**src/rtl/ctrl_pkg.sv**
```systemverilog
// ctrl_pkg: opcodes, ALUOp codes, control-field layout and bubble constants for the pipelined MIPS control.
package ctrl_pkg;
    localparam logic [5:0] OP_R    = 6'b000000;
    localparam logic [5:0] OP_ADDI = 6'b001000;
    localparam logic [5:0] OP_LW   = 6'b100011;
    localparam logic [5:0] OP_SW   = 6'b101011;
    localparam logic [5:0] OP_BEQ  = 6'b000100;
    localparam logic [5:0] OP_J    = 6'b000010;
    localparam logic [5:0] FN_MUL  = 6'b011000;

    localparam logic [1:0] ALU_MEM = 2'b00;
    localparam logic [1:0] ALU_BEQ = 2'b01;
    localparam logic [1:0] ALU_R   = 2'b10;

    // mem = {MemRead, MemWrite}, wb = {RegWrite, MemtoReg}
    localparam int MEM_RD = 1;
    localparam int MEM_WR = 0;
    localparam int WB_RW  = 1;
    localparam int WB_M2R = 0;

    typedef logic [1:0] mem_ctrl_t;
    typedef logic [1:0] wb_ctrl_t;

    localparam mem_ctrl_t MEM_BUBBLE = 2'b00;
    localparam wb_ctrl_t  WB_BUBBLE  = 2'b00;
endpackage

```
**src/rtl/ctrl_decode.sv**
```systemverilog
// ctrl_decode: combinational Op/Funct decode into EX/MEM/WB control fields plus branch/jump/illegal/mul flags.
module ctrl_decode
    import ctrl_pkg::*;
#(
    parameter int ALUOP_W = 2
) (
    input  logic [5:0]         op_i,
    input  logic [5:0]         funct_i,
    output logic [ALUOP_W+1:0] ex_o,
    output mem_ctrl_t          mem_o,
    output wb_ctrl_t           wb_o,
    output logic               branch_o,
    output logic               jump_o,
    output logic               illegal_o,
    output logic               is_mul_o
);
    logic       reg_dst;
    logic       alu_src;
    logic [1:0] alu_op;

    always_comb begin
        reg_dst   = 1'b0;
        alu_src   = 1'b0;
        alu_op    = ALU_MEM;
        mem_o     = MEM_BUBBLE;
        wb_o      = WB_BUBBLE;
        branch_o  = 1'b0;
        jump_o    = 1'b0;
        illegal_o = 1'b0;
        case (op_i)
            OP_R: begin
                reg_dst      = 1'b1;
                alu_op       = ALU_R;
                wb_o[WB_RW]  = 1'b1;
            end
            OP_ADDI: begin
                alu_src      = 1'b1;
                wb_o[WB_RW]  = 1'b1;
            end
            OP_LW: begin
                alu_src       = 1'b1;
                mem_o[MEM_RD] = 1'b1;
                wb_o[WB_RW]   = 1'b1;
                wb_o[WB_M2R]  = 1'b1;
            end
            OP_SW: begin
                alu_src       = 1'b1;
                mem_o[MEM_WR] = 1'b1;
            end
            OP_BEQ: begin
                branch_o = 1'b1;
                alu_op   = ALU_BEQ;
            end
            OP_J:    jump_o    = 1'b1;
            default: illegal_o = 1'b1;
        endcase
    end

    assign ex_o     = {reg_dst, alu_src, ALUOP_W'(alu_op)};
    assign is_mul_o = (op_i == OP_R) && (funct_i == FN_MUL);
endmodule

```
**src/rtl/pipe_ctrl_unit.sv**
```systemverilog
// pipe_ctrl_unit: pipelined main control carrying EX/MEM/WB fields through ID/EX, EX/MEM and MEM/WB,
// with hazard/flush bubbles, multi-cycle MUL self-stall and a saturating illegal-opcode counter.
module pipe_ctrl_unit
    import ctrl_pkg::*;
#(
    parameter int ALUOP_W   = 2,
    parameter int MUL_LAT   = 4,
    parameter int ILL_CNT_W = 8
) (
    input  logic                 clk_i,
    input  logic                 rst_i,
    input  logic                 valid_i,
    input  logic [5:0]           Op_i,
    input  logic [5:0]           Funct_i,
    input  logic                 hazard_i,
    input  logic                 flush_i,
    output logic                 branch_o,
    output logic                 jump_o,
    output logic                 busy_o,
    output logic [ALUOP_W+1:0]   ex_ctrl_o,
    output logic [1:0]           mem_ctrl_o,
    output logic [1:0]           wb_ctrl_o,
    output logic                 illegal_o,
    output logic [ILL_CNT_W-1:0] illegal_cnt_o
);
    localparam int EX_W  = ALUOP_W + 2;
    localparam int CNT_W = $clog2(MUL_LAT + 1);
    // MUL_LAT=1 loads zero here, so a single-cycle MUL never raises busy
    localparam logic [CNT_W-1:0] MUL_HOLD = CNT_W'(MUL_LAT - 1);

    logic [EX_W-1:0]      dec_ex, idex_ex_d, idex_ex_q;
    mem_ctrl_t            dec_mem, idex_mem_d, idex_mem_q, exmem_mem_d, exmem_mem_q;
    wb_ctrl_t             dec_wb, idex_wb_d, idex_wb_q, exmem_wb_d, exmem_wb_q, memwb_wb_d, memwb_wb_q;
    logic                 dec_ill, dec_mul, busy, issue;
    logic [CNT_W-1:0]     cnt_d, cnt_q;
    logic [ILL_CNT_W-1:0] ill_d, ill_q;

    ctrl_decode #(.ALUOP_W(ALUOP_W)) u_dec (
        .op_i      (Op_i),
        .funct_i   (Funct_i),
        .ex_o      (dec_ex),
        .mem_o     (dec_mem),
        .wb_o      (dec_wb),
        .branch_o  (branch_o),
        .jump_o    (jump_o),
        .illegal_o (dec_ill),
        .is_mul_o  (dec_mul)
    );

    always_comb begin
        busy        = cnt_q != '0;
        issue       = valid_i & ~busy & ~hazard_i & ~flush_i;
        idex_ex_d   = busy ? idex_ex_q  : issue ? dec_ex  : '0;
        idex_mem_d  = busy ? idex_mem_q : issue ? dec_mem : MEM_BUBBLE;
        idex_wb_d   = busy ? idex_wb_q  : issue ? dec_wb  : WB_BUBBLE;
        exmem_mem_d = busy ? MEM_BUBBLE : idex_mem_q;
        exmem_wb_d  = busy ? WB_BUBBLE  : idex_wb_q;
        memwb_wb_d  = exmem_wb_q;
        cnt_d       = busy ? cnt_q - 1'b1 : (issue & dec_mul) ? MUL_HOLD : '0;
        ill_d       = (valid_i & dec_ill & ~busy & ~hazard_i & ~&ill_q) ? ill_q + 1'b1 : ill_q;
    end

    always_ff @(posedge clk_i or negedge rst_i) begin
        if (!rst_i) begin
            idex_ex_q   <= '0;
            idex_mem_q  <= MEM_BUBBLE;
            idex_wb_q   <= WB_BUBBLE;
            exmem_mem_q <= MEM_BUBBLE;
            exmem_wb_q  <= WB_BUBBLE;
            memwb_wb_q  <= WB_BUBBLE;
            cnt_q       <= '0;
            ill_q       <= '0;
        end else begin
            idex_ex_q   <= idex_ex_d;
            idex_mem_q  <= idex_mem_d;
            idex_wb_q   <= idex_wb_d;
            exmem_mem_q <= exmem_mem_d;
            exmem_wb_q  <= exmem_wb_d;
            memwb_wb_q  <= memwb_wb_d;
            cnt_q       <= cnt_d;
            ill_q       <= ill_d;
        end
    end

    assign busy_o        = busy;
    assign ex_ctrl_o     = idex_ex_q;
    assign mem_ctrl_o    = exmem_mem_q;
    assign wb_ctrl_o     = memwb_wb_q;
    assign illegal_o     = valid_i & dec_ill;
    assign illegal_cnt_o = ill_q;
endmodule
```
**config.mk**
```make
export PLATFORM = sky130hd
export DESIGN_NAME = pipe_ctrl_unit
export DESIGN_NICKNAME = d
export VERILOG_FILES = /design/src/rtl/ctrl_pkg.sv /design/src/rtl/ctrl_decode.sv /design/src/rtl/pipe_ctrl_unit.sv
export SDC_FILE = /design/constraint.sdc
export NUM_CORES = 1
export LEC_CHECK = 0
export CORE_ASPECT_RATIO = 0.8
export CORE_MARGIN = 10
export CORE_UTILIZATION = 46
export CTS_BUF_LIST = sky130_fd_sc_hd__clkbuf_16
export CTS_CLUSTER_DIAMETER = 200
export DETAILED_ROUTE_END_ITERATION = 16
export GPL_TIMING_DRIVEN = 0
export HOLD_SLACK_MARGIN = 0.1
export PLACE_DENSITY = 0.78
export SYNTH_ARGS = -nofsm -noshare
export SYNTH_HDL_FRONTEND = slang
export SYNTH_HIERARCHICAL = 1
export SYNTH_SLANG_ARGS = --single-unit
```
**constraint.sdc**
```tcl
create_clock -name clk_i -period 2 [get_ports clk_i]
set_input_delay 0.5 -clock clk_i [delete_from_list [all_inputs] [get_ports clk_i]]
set_output_delay 0.5 -clock clk_i [all_outputs]
set_load 0.01 [all_outputs]
```
Word-level counts from Yosys, hierarchy flattened
Index checks and enable logic that the tools add are counted.

Word-level logic and storage cells: 51. Bits in latches: 0. Memories kept: 0. Bits in writable memories: 0. Memory bits (read-only): 0. Output and inout bits: 20. Bits of input ports: 17. Bits in registers: 25.

Bitwise logic cells: 11. Equal/unequal tests: 6. Shift operators: 0. Reduce and logical (&&, ||, !) cells: 8. Multiply operators: 0. Div/mod/pow operators: 0. Multiplexer cells: 16. $lt $le $gt $ge: 0. Add/subtract/negate cells: 2.

Operators by type and width (count): $eq 6x6->1 const B (2); $mux 2 (5); $add 8x1->8 const B (1); $and 1x1->1 (8); $mux 1 (8); $reduce_and 8->1 (1); $eq 6x2->1 const B (1); $eq 6x3->1 const B (1); $eq 6x4->1 const B (1); $eq 6x5->1 const B (1); $logic_not 6->1 (1); $reduce_or 3->1 (2); $reduce_or 6->1 (1); $mux 4 (1); $pmux 2 s2 (1); $mux 3 (1); $not 1->1 (3); $reduce_bool 3->1 (1); $sub 3x1->3 const B (1); $logic_and 1x1->1 (1); $logic_not 1->1 (1).

Logic depth before layout (Yosys ltp)
Gate-level depths: netlist of run 1.

Word-level depth: 8. Gate-level depth with buffers: 8. Gate-level depth less buffers: 6.

By module
The synthesis of run 1 kept the hierarchy.

By module, submodules not included: pipe_ctrl_unit (cells an instance 82, sequential area each 625.6 um^2, area each 1063.5 um^2, instances 1); ctrl_decode (cells an instance 25, sequential area each 0.0 um^2, area each 198.9 um^2, instances 1).

Worst setup path after synthesis of run 1
OpenSTA, ideal clock, no wires.

Path kind: in2out. From: in Op_i[3]. To: out jump_o. Required time: 1.500 ns. Path buffers: 0. Setup slack: 0.130 ns. Stages on the path: 2. Arrival time: 1.370 ns. Cells stage by stage: or3_4 nor4b_1.

Word-level cells in the longest chain between the ends: 2.

Ends and longest elaborated chain: start, declared (RTL line pipe_ctrl_unit.sv:13) `input logic [5:0] Op_i,`; $eq 6x2->1 (RTL line ctrl_decode.sv:30) `case (op_i)`; $mux 1 (RTL line ctrl_decode.sv:30); end, declared (RTL line pipe_ctrl_unit.sv:18) `output logic jump_o,`.

Every way passes these cells.

Worst setup path in the final report of run 1
From: in Op_i[5]. To: out illegal_o.

Word-level cells in the longest chain between the ends: 4. Elaborated cells on any way between the ends: 9. Those cells by class: eq/ne: 5; mux: 1; bitwise: 1; reduce/logical: 2.

Ends and longest elaborated chain: $eq 6x3->1 (tied with other cells) (RTL line ctrl_decode.sv:30); $reduce_or 6->1 (no line) (*); $mux 1 (*) (RTL line ctrl_decode.sv:30); via dec_ill (RTL line pipe_ctrl_unit.sv:34) `logic dec_ill, dec_mul, busy, issue;`; $and 1x1->1 (*) (RTL line pipe_ctrl_unit.sv:89) `assign illegal_o = valid_i & dec_ill;`; end, declared (RTL line pipe_ctrl_unit.sv:23) `output logic illegal_o,`.

Mark *: on every way through the listed nets, which the timed path passes. The rest lies on a longest branch.

==> metrics, run 1 <==
wire length of the first global-routing pass=4780 microns; Buf+Inv Stages, Crit Path=2; Worst Skew=0.00103 ns; FMAX=510 MHz; syn avg cell area=11.8 sq um; Tot Pwr=1.67 mW; final hold vios=0; Hold WS=0.351 ns; ys async rst share=100%; gr usage total=11.3%; worst slew pin tran=1.10 ns; crit path launch type=primary input; Reg-to-Reg End=illegal_cnt_o[1]$_DFFE_PN0P_; compound-gate portion of the synthesized area=12.6%; Syn Std Cell Area=0.00126 sq mm; Tcrit/Tclk final=98.0%; Primary FF master, synth=dfrtp_1; largest family of logic cells by synthesized area=simple AND/OR/NAND/NOR gates; Worst Path Class, Setup=in -> out; syn_nets=128; XOR/XNOR Fraction of Synth Area=2.08%; Clock Tree Root=clkbuf_16; latest clock arrival within the worst-skew pair=0.26 ns; post-synthesis simple-gate area fraction=21.3%; Routed Wire Length=2960 microns; CP required=1.50 ns; Initial Util=49.7%; DR pass1 iterations=4; Yosys reg bits=25; Seq/Total Area, Yosys=49.6%; pwr dens=926 mW/mm^2; drt initial violations=57; Hold Path Depth=0; Critical Path Slowest Stage Cell=nor4_2; critical path cell sequence=buf_2 > nor4_2 > o31ai_4 > and2_1 > buf_2; DR WL/cell=15.9 microns; total grt overflow=0; Die X=78.6 microns; most frequent cells after synthesis=dfrtp_1 (25), a22o_1 (8), inv_1 (6); Peak VDD IR=0.447 mV; worst flop-to-flop path startpoint=cnt_q[0]$_DFF_PN0_; routability cong.=0.813; Reg2Reg Setup Slack=0.24 ns; share of cells above drive strength 1=28.0%; initial antenna violation count=0; total number of vias=981; top post-synthesis cells by area=dfrtp_1 (50%), a22o_1 (5.6%), ha_1 (4.0%); Die H=66.9 microns; Setup crit start=Op_i[5]; TritonCTS Buffers=3; Slew headroom=26.6%; max-slew violations=0; final-layout fill cell count=202; max-cap viol count=0; num rows=16; Buffers on Ports=36; Tightest Hold Check Type=reg -> reg; Finish-stage setup viols=0; Final ANT Viol Nets=0; Post-synth EDFFs=0; DP HPWL=2180 microns; largest net degree at the start of global routing=26; mux contribution to synthesized area=4.16%; H-tree level count=1; min Tclk post-route=1.96 ns; RSZ-0062 raised after global routing=yes; Hold-fix buffers, CTS=0; drc violations=0; area delta synth->final=42.5%; Adder-Cell Fraction of Synth Area=3.96%; status=complete, no violations; worst r2r path cells=8; CTS sink cnt=25; number of diodes=0; die area=0.00525 sq mm; Yosys cell types=39; Mapped Cells=107; vias per cell=5.27; core box area=0.00254 sq mm; Layout Nets=172; Max stage delay on crit path=0.40 ns; CP top delay family=simple AND/OR/NAND/NOR gates; worst endpoint data arrival time=1.46 ns; CP endpoint kind=output pin; Ys Warns=6; Leakage=0.782 nW; Worst Path Max Fanout=8; most frequent CP cell=buf_2; vias in the first global route=988; Max clock buf depth=2; CTS tree=done; most common cell in the synthesized netlist=dfrtp_1; Hold EP=wb_ctrl_o[0]$_DFF_PN0_; post-synth top area cell=dfrtp_1; io pins=37; Yosys top cell area share=49.6%; Clock Pin Slew Worst Setup and Hold Paths=0.06 ns; Hold Crit Start=exmem_wb_q[0]$_DFF_PN0_
==> worst max-delay path by stage <==
| stage | cells after the start | slack [ns] | end |
|---|---|---|---|
| 6_report | 5 | 0.04 | illegal_o |
| 5_1_grt | 5 | -0.02 | illegal_o |
| 4_1_cts | 4 | 0.02 | branch_o |
| 3_5_place_dp | 5 | -0.97 | illegal_o |
| 3_3_place_gp | 5 | -0.94 | illegal_o |
| 2_1_floorplan | 2 | 0.13 | jump_o |
==> per-layer routing <==
| layer | track usage [%] | wire length, microns | vias to the layer above |
|---|---|---|---|
| met2 | 18.1 | 1390 | 24 |
| met1 | 13.9 | 1390 | 476 |
| met4 | 4.69 | 31 | 0 |
| met3 | 3.49 | 156 | 2 |
| li1 | - | - | 479 |
| met5 | 0 | 0 | - |
==> state kept, by name (all words and copies together) (netlist names) <==
name           cells
wb_ctrl_o          2
mem_ctrl_o         2
cnt_q              3
idex_wb_q          2
idex_mem_q         2
exmem_wb_q         2
illegal_cnt_o      8
ex_ctrl_o          4
==> report_power, final <==
part           internal (mW)  switching, mW  total [mW]
logic                  0.282          0.273       0.555
clock network          0.271          0.176       0.448
registers              0.578         0.0853       0.663
total                   1.13          0.535        1.67
==> worst register-to-register path, delay by kind of cell, from the launching register on <==
kind            cells  cell delay [ns]
compound gates      1             0.08
fa+ha+maj           2             0.41
mux                 1             0.31
simple gates        1             0.18
flops               1             0.35
buf+inv             3             0.32
==> layout by cell type (no fill, tap or decap), types with 3 or more instances in the layout <==
master and n:
and2_1 5, nand2_1 4, buf_4 9, a22o_1 8
ha_1 4, clkdlybuf4s50_1 26, dfrtp_1 25, clkbuf_16 3
inv_1 6, xnor2_1 3, nor2_1 3, buf_2 8
==> cells by family (layout without fill, tap and decap cells) <==
| group | Yosys count | after routing |
|---|---|---|
| AND/OR/NAND/NOR | 37 | 37 |
| flip-flops | 25 | 25 |
| AO/OA/AOI/OAI | 20 | 20 |
| buffers and inverters | 14 | 57 |
| adder cells (fa/ha/maj) | 4 | 4 |
| multiplexers | 4 | 4 |
| XOR/XNOR | 3 | 3 |
==> repair_timing <==
item                       CTS  global route
resized for setup           59             2
setup buffers                1             2
setup endpoints to repair   12             3
pin swaps                    5             3
==> cell type report <==
type                            count  area (sq um)  share of cell area [%]
Buffer                              7          57.6                    3.20
Clock buffer                        3          75.1                    4.17
Inverter                            7          31.3                    1.74
Sequential cell                    25           626                    34.8
Clock inverter                      1          7.51                   0.417
Tap cell                           36          45.0                    2.50
Multi-Input combinational cell     68           617                    34.3
Timing Repair Buffer               39           340                    18.9
==> through the flow <==
step           worst slack, ns  utilization (%)  std cells  TNS (ns)  area, sq um
5_1_grt                -0.0202             70.8        186   -0.0210         1800
2_1_floorplan            0.130                -        107         0         1260
3_5_place_dp            -0.969             65.6        179     -7.32         1670
6_report                0.0395             70.8        186         0         1800
4_1_cts                 0.0229             69.7        184         0         1770
3_3_place_gp            -0.945             65.6        179     -7.01         1670
(Power assumes the default switching activity.)
==> run 2, diff against run 1 <==
- CORE_ASPECT_RATIO: 0.8 -> 0.7
- SLEW_MARGIN: default -> 5
==> run 2 against run 1 <==
- sequential power about the same
- final area grew 2.2%
- sequential share of layout area is 0.76 points lower
- wire length grew 2.8%
- global-route usage rose by 0.76 points
- setup slack worse by 0.025 ns
- clock skew barely moved
- maximum frequency down 1.3%
==> metrics, run 2 (synthesis gave the netlist of run 1 again) <==
Layout Nets=173; Clock Tree Root=clkbuf_16; Finish-stage setup viols=0; CP required=1.50 ns; Worst Path Class, Setup=in -> out; commonest non-fill, non-tap cells in the layout=clkdlybuf4s50_1 (26), dfrtp_1 (25), a22o_1 (8), buf_4 (8); largest net degree at the start of global routing=26; Buffers on Ports=36; Reg2Reg Setup Slack=0.24 ns; Worst Skew=0.00131 ns; core box area=0.00253 sq mm; status=complete, no violations; Initial Util=49.8%; vias in the first global route=1030; final-layout fill cell count=190; CTS tree=done; Clock Pin Slew Worst Setup and Hold Paths=0.06 ns; initial antenna violation count=0; Hold WS=0.348 ns; Largest register FFs=8; latest clock arrival within the worst-skew pair=0.26 ns; worst slew pin tran=1.10 ns; Final ANT Viol Nets=0; area delta synth->final=45.7%; crit path launch type=primary input; drc violations=0; Setup crit start=Op_i[1]; Reg-to-Reg End=illegal_cnt_o[1]$_DFFE_PN0P_; final hold vios=0; total number of vias=991; min Tclk post-route=1.99 ns; DR WL/cell=16.4 microns; pre-CTS WS=-0.946 ns; num rows=15; max-cap viol count=0; Tcrit/Tclk final=99.3%; H-tree level count=1; DP HPWL=2240 microns; leading cell type in the layout, fill and taps excluded=clkdlybuf4s50_1; Sw Pwr=0.527 mW; drt initial violations=34; Peak VDD IR=0.425 mV; Die H=63.8 microns; worst flop-to-flop path startpoint=cnt_q[0]$_DFF_PN0_; TritonCTS Buffers=3; DR pass1 iterations=4; final setup margin=0.0145 ns; crit path to=branch_o; final cell count without fillers=185; Tightest Hold Check Type=reg -> reg; number of diodes=0; pwr dens=902 mW/mm^2; worst r2r path cells=8; vias per cell=5.36; Worst Path Max Fanout=6; worst endpoint data arrival time=1.49 ns; Slew headroom=26.3%; routability cong.=0.784; switch share=31.8%; clock share of power=26.3%; Hold-fix buffers, CTS=0; share of cells above drive strength 1=27.8%; Seq pwr share=40.0%; Routed Wire Length=3040 microns; wire length of the first global-routing pass=5120 microns; RSZ-0062 raised after global routing=yes; Int Pwr=1.13 mW; total grt overflow=0; Tot Pwr=1.66 mW; # placed instances=177; CP endpoint kind=output pin; Comb pwr share=33.7%; CTS sink cnt=25; Final Util=72.6%; Die X=82.6 microns; gr usage total=12.1%; max-slew violations=0; FMAX=504 MHz; Leakage=0.808 nW; die area=0.00527 sq mm; io pins=37; Max clock buf depth=2
==> run 2: cell count changes in the layout (fill, tap and decap cells not counted), sizes merged <==
| cell | previous run | this run |
|---|---|---|
| buf | 19 | 21 |
| clkbuf | 4 | 3 |
| clkinvlp | 1 | 0 |
| inv | 6 | 7 |
==> run 2: critical path: stages <==
cell     delay (ns)
buf_12         0.11
or3_4          0.42
nor4b_4        0.29
buf_2          0.17
==> run 2: area by class of cell <==
class	count	area, sq um	share of cell area, %
multi-input combinational	68	626	34.0
buffer	7	57.6	3.13
inverter	7	31.3	1.70
clock buffer	3	75.1	4.08
tap	34	42.5	2.31
sequential	25	626	34.0
timing repair buffer	40	378	20.5
clock inverter	1	3.75	0.204
==> run 2: worst min path at each step <==
stage	from	endpoint	slack (ns)	cells past startpoint
floorplan	rst_i	cnt_q[0]$_DFF_PN0_	0.20	0
global placement	exmem_wb_q[1]$_DFF_PN0_	wb_ctrl_o[1]$_DFF_PN0_	0.33	0
detailed placement	exmem_wb_q[1]$_DFF_PN0_	wb_ctrl_o[1]$_DFF_PN0_	0.34	0
CTS	exmem_wb_q[1]$_DFF_PN0_	wb_ctrl_o[1]$_DFF_PN0_	0.35	0
global route	exmem_wb_q[1]$_DFF_PN0_	wb_ctrl_o[1]$_DFF_PN0_	0.36	0
finish	exmem_wb_q[1]$_DFF_PN0_	wb_ctrl_o[1]$_DFF_PN0_	0.35	0
==> run 2: what timing repair did <==
action,in CTS,in global routing
buffers inserted,1,3
hold endpoints to repair,0,0
setup endpoints to repair,12,4
pin swaps,2,4
resized for setup,58,16
==> run 2: routing by layer <==
layer | share of wire [%] | global-route usage, % | wire length (microns)
met5 | 0 | 0 | 0
met4 | 1.3 | 5.00 | 40
met3 | 7.1 | 2.93 | 215
met2 | 46 | 18.1 | 1390
met1 | 46 | 16.1 | 1390
==> run 2: per-stage QoR <==
stage                     area, sq um  setup TNS (ns)
after floorplan                  1260               0
after global placement           1670           -7.00
after detailed placement         1670           -7.37
after CTS                        1760               0
after global routing             1840         -0.0269
final                            1840               0
==> run 2: power groups by stage <==
stage	clock network (mW)	logic [mW]	registers, mW
floorplan	0	0.261	0.678
global placement	0	0.511	0.663
detailed placement	0	0.537	0.672
CTS	0.439	0.544	0.663
global route	0.462	0.627	0.677
finish	0.437	0.559	0.664
==> run 3, diff against run 2 <==
- CTS_CLUSTER_SIZE: default -> 25
==> results of run 3 <==
The final DEF is identical to that of run 2; final timing and power are the same.
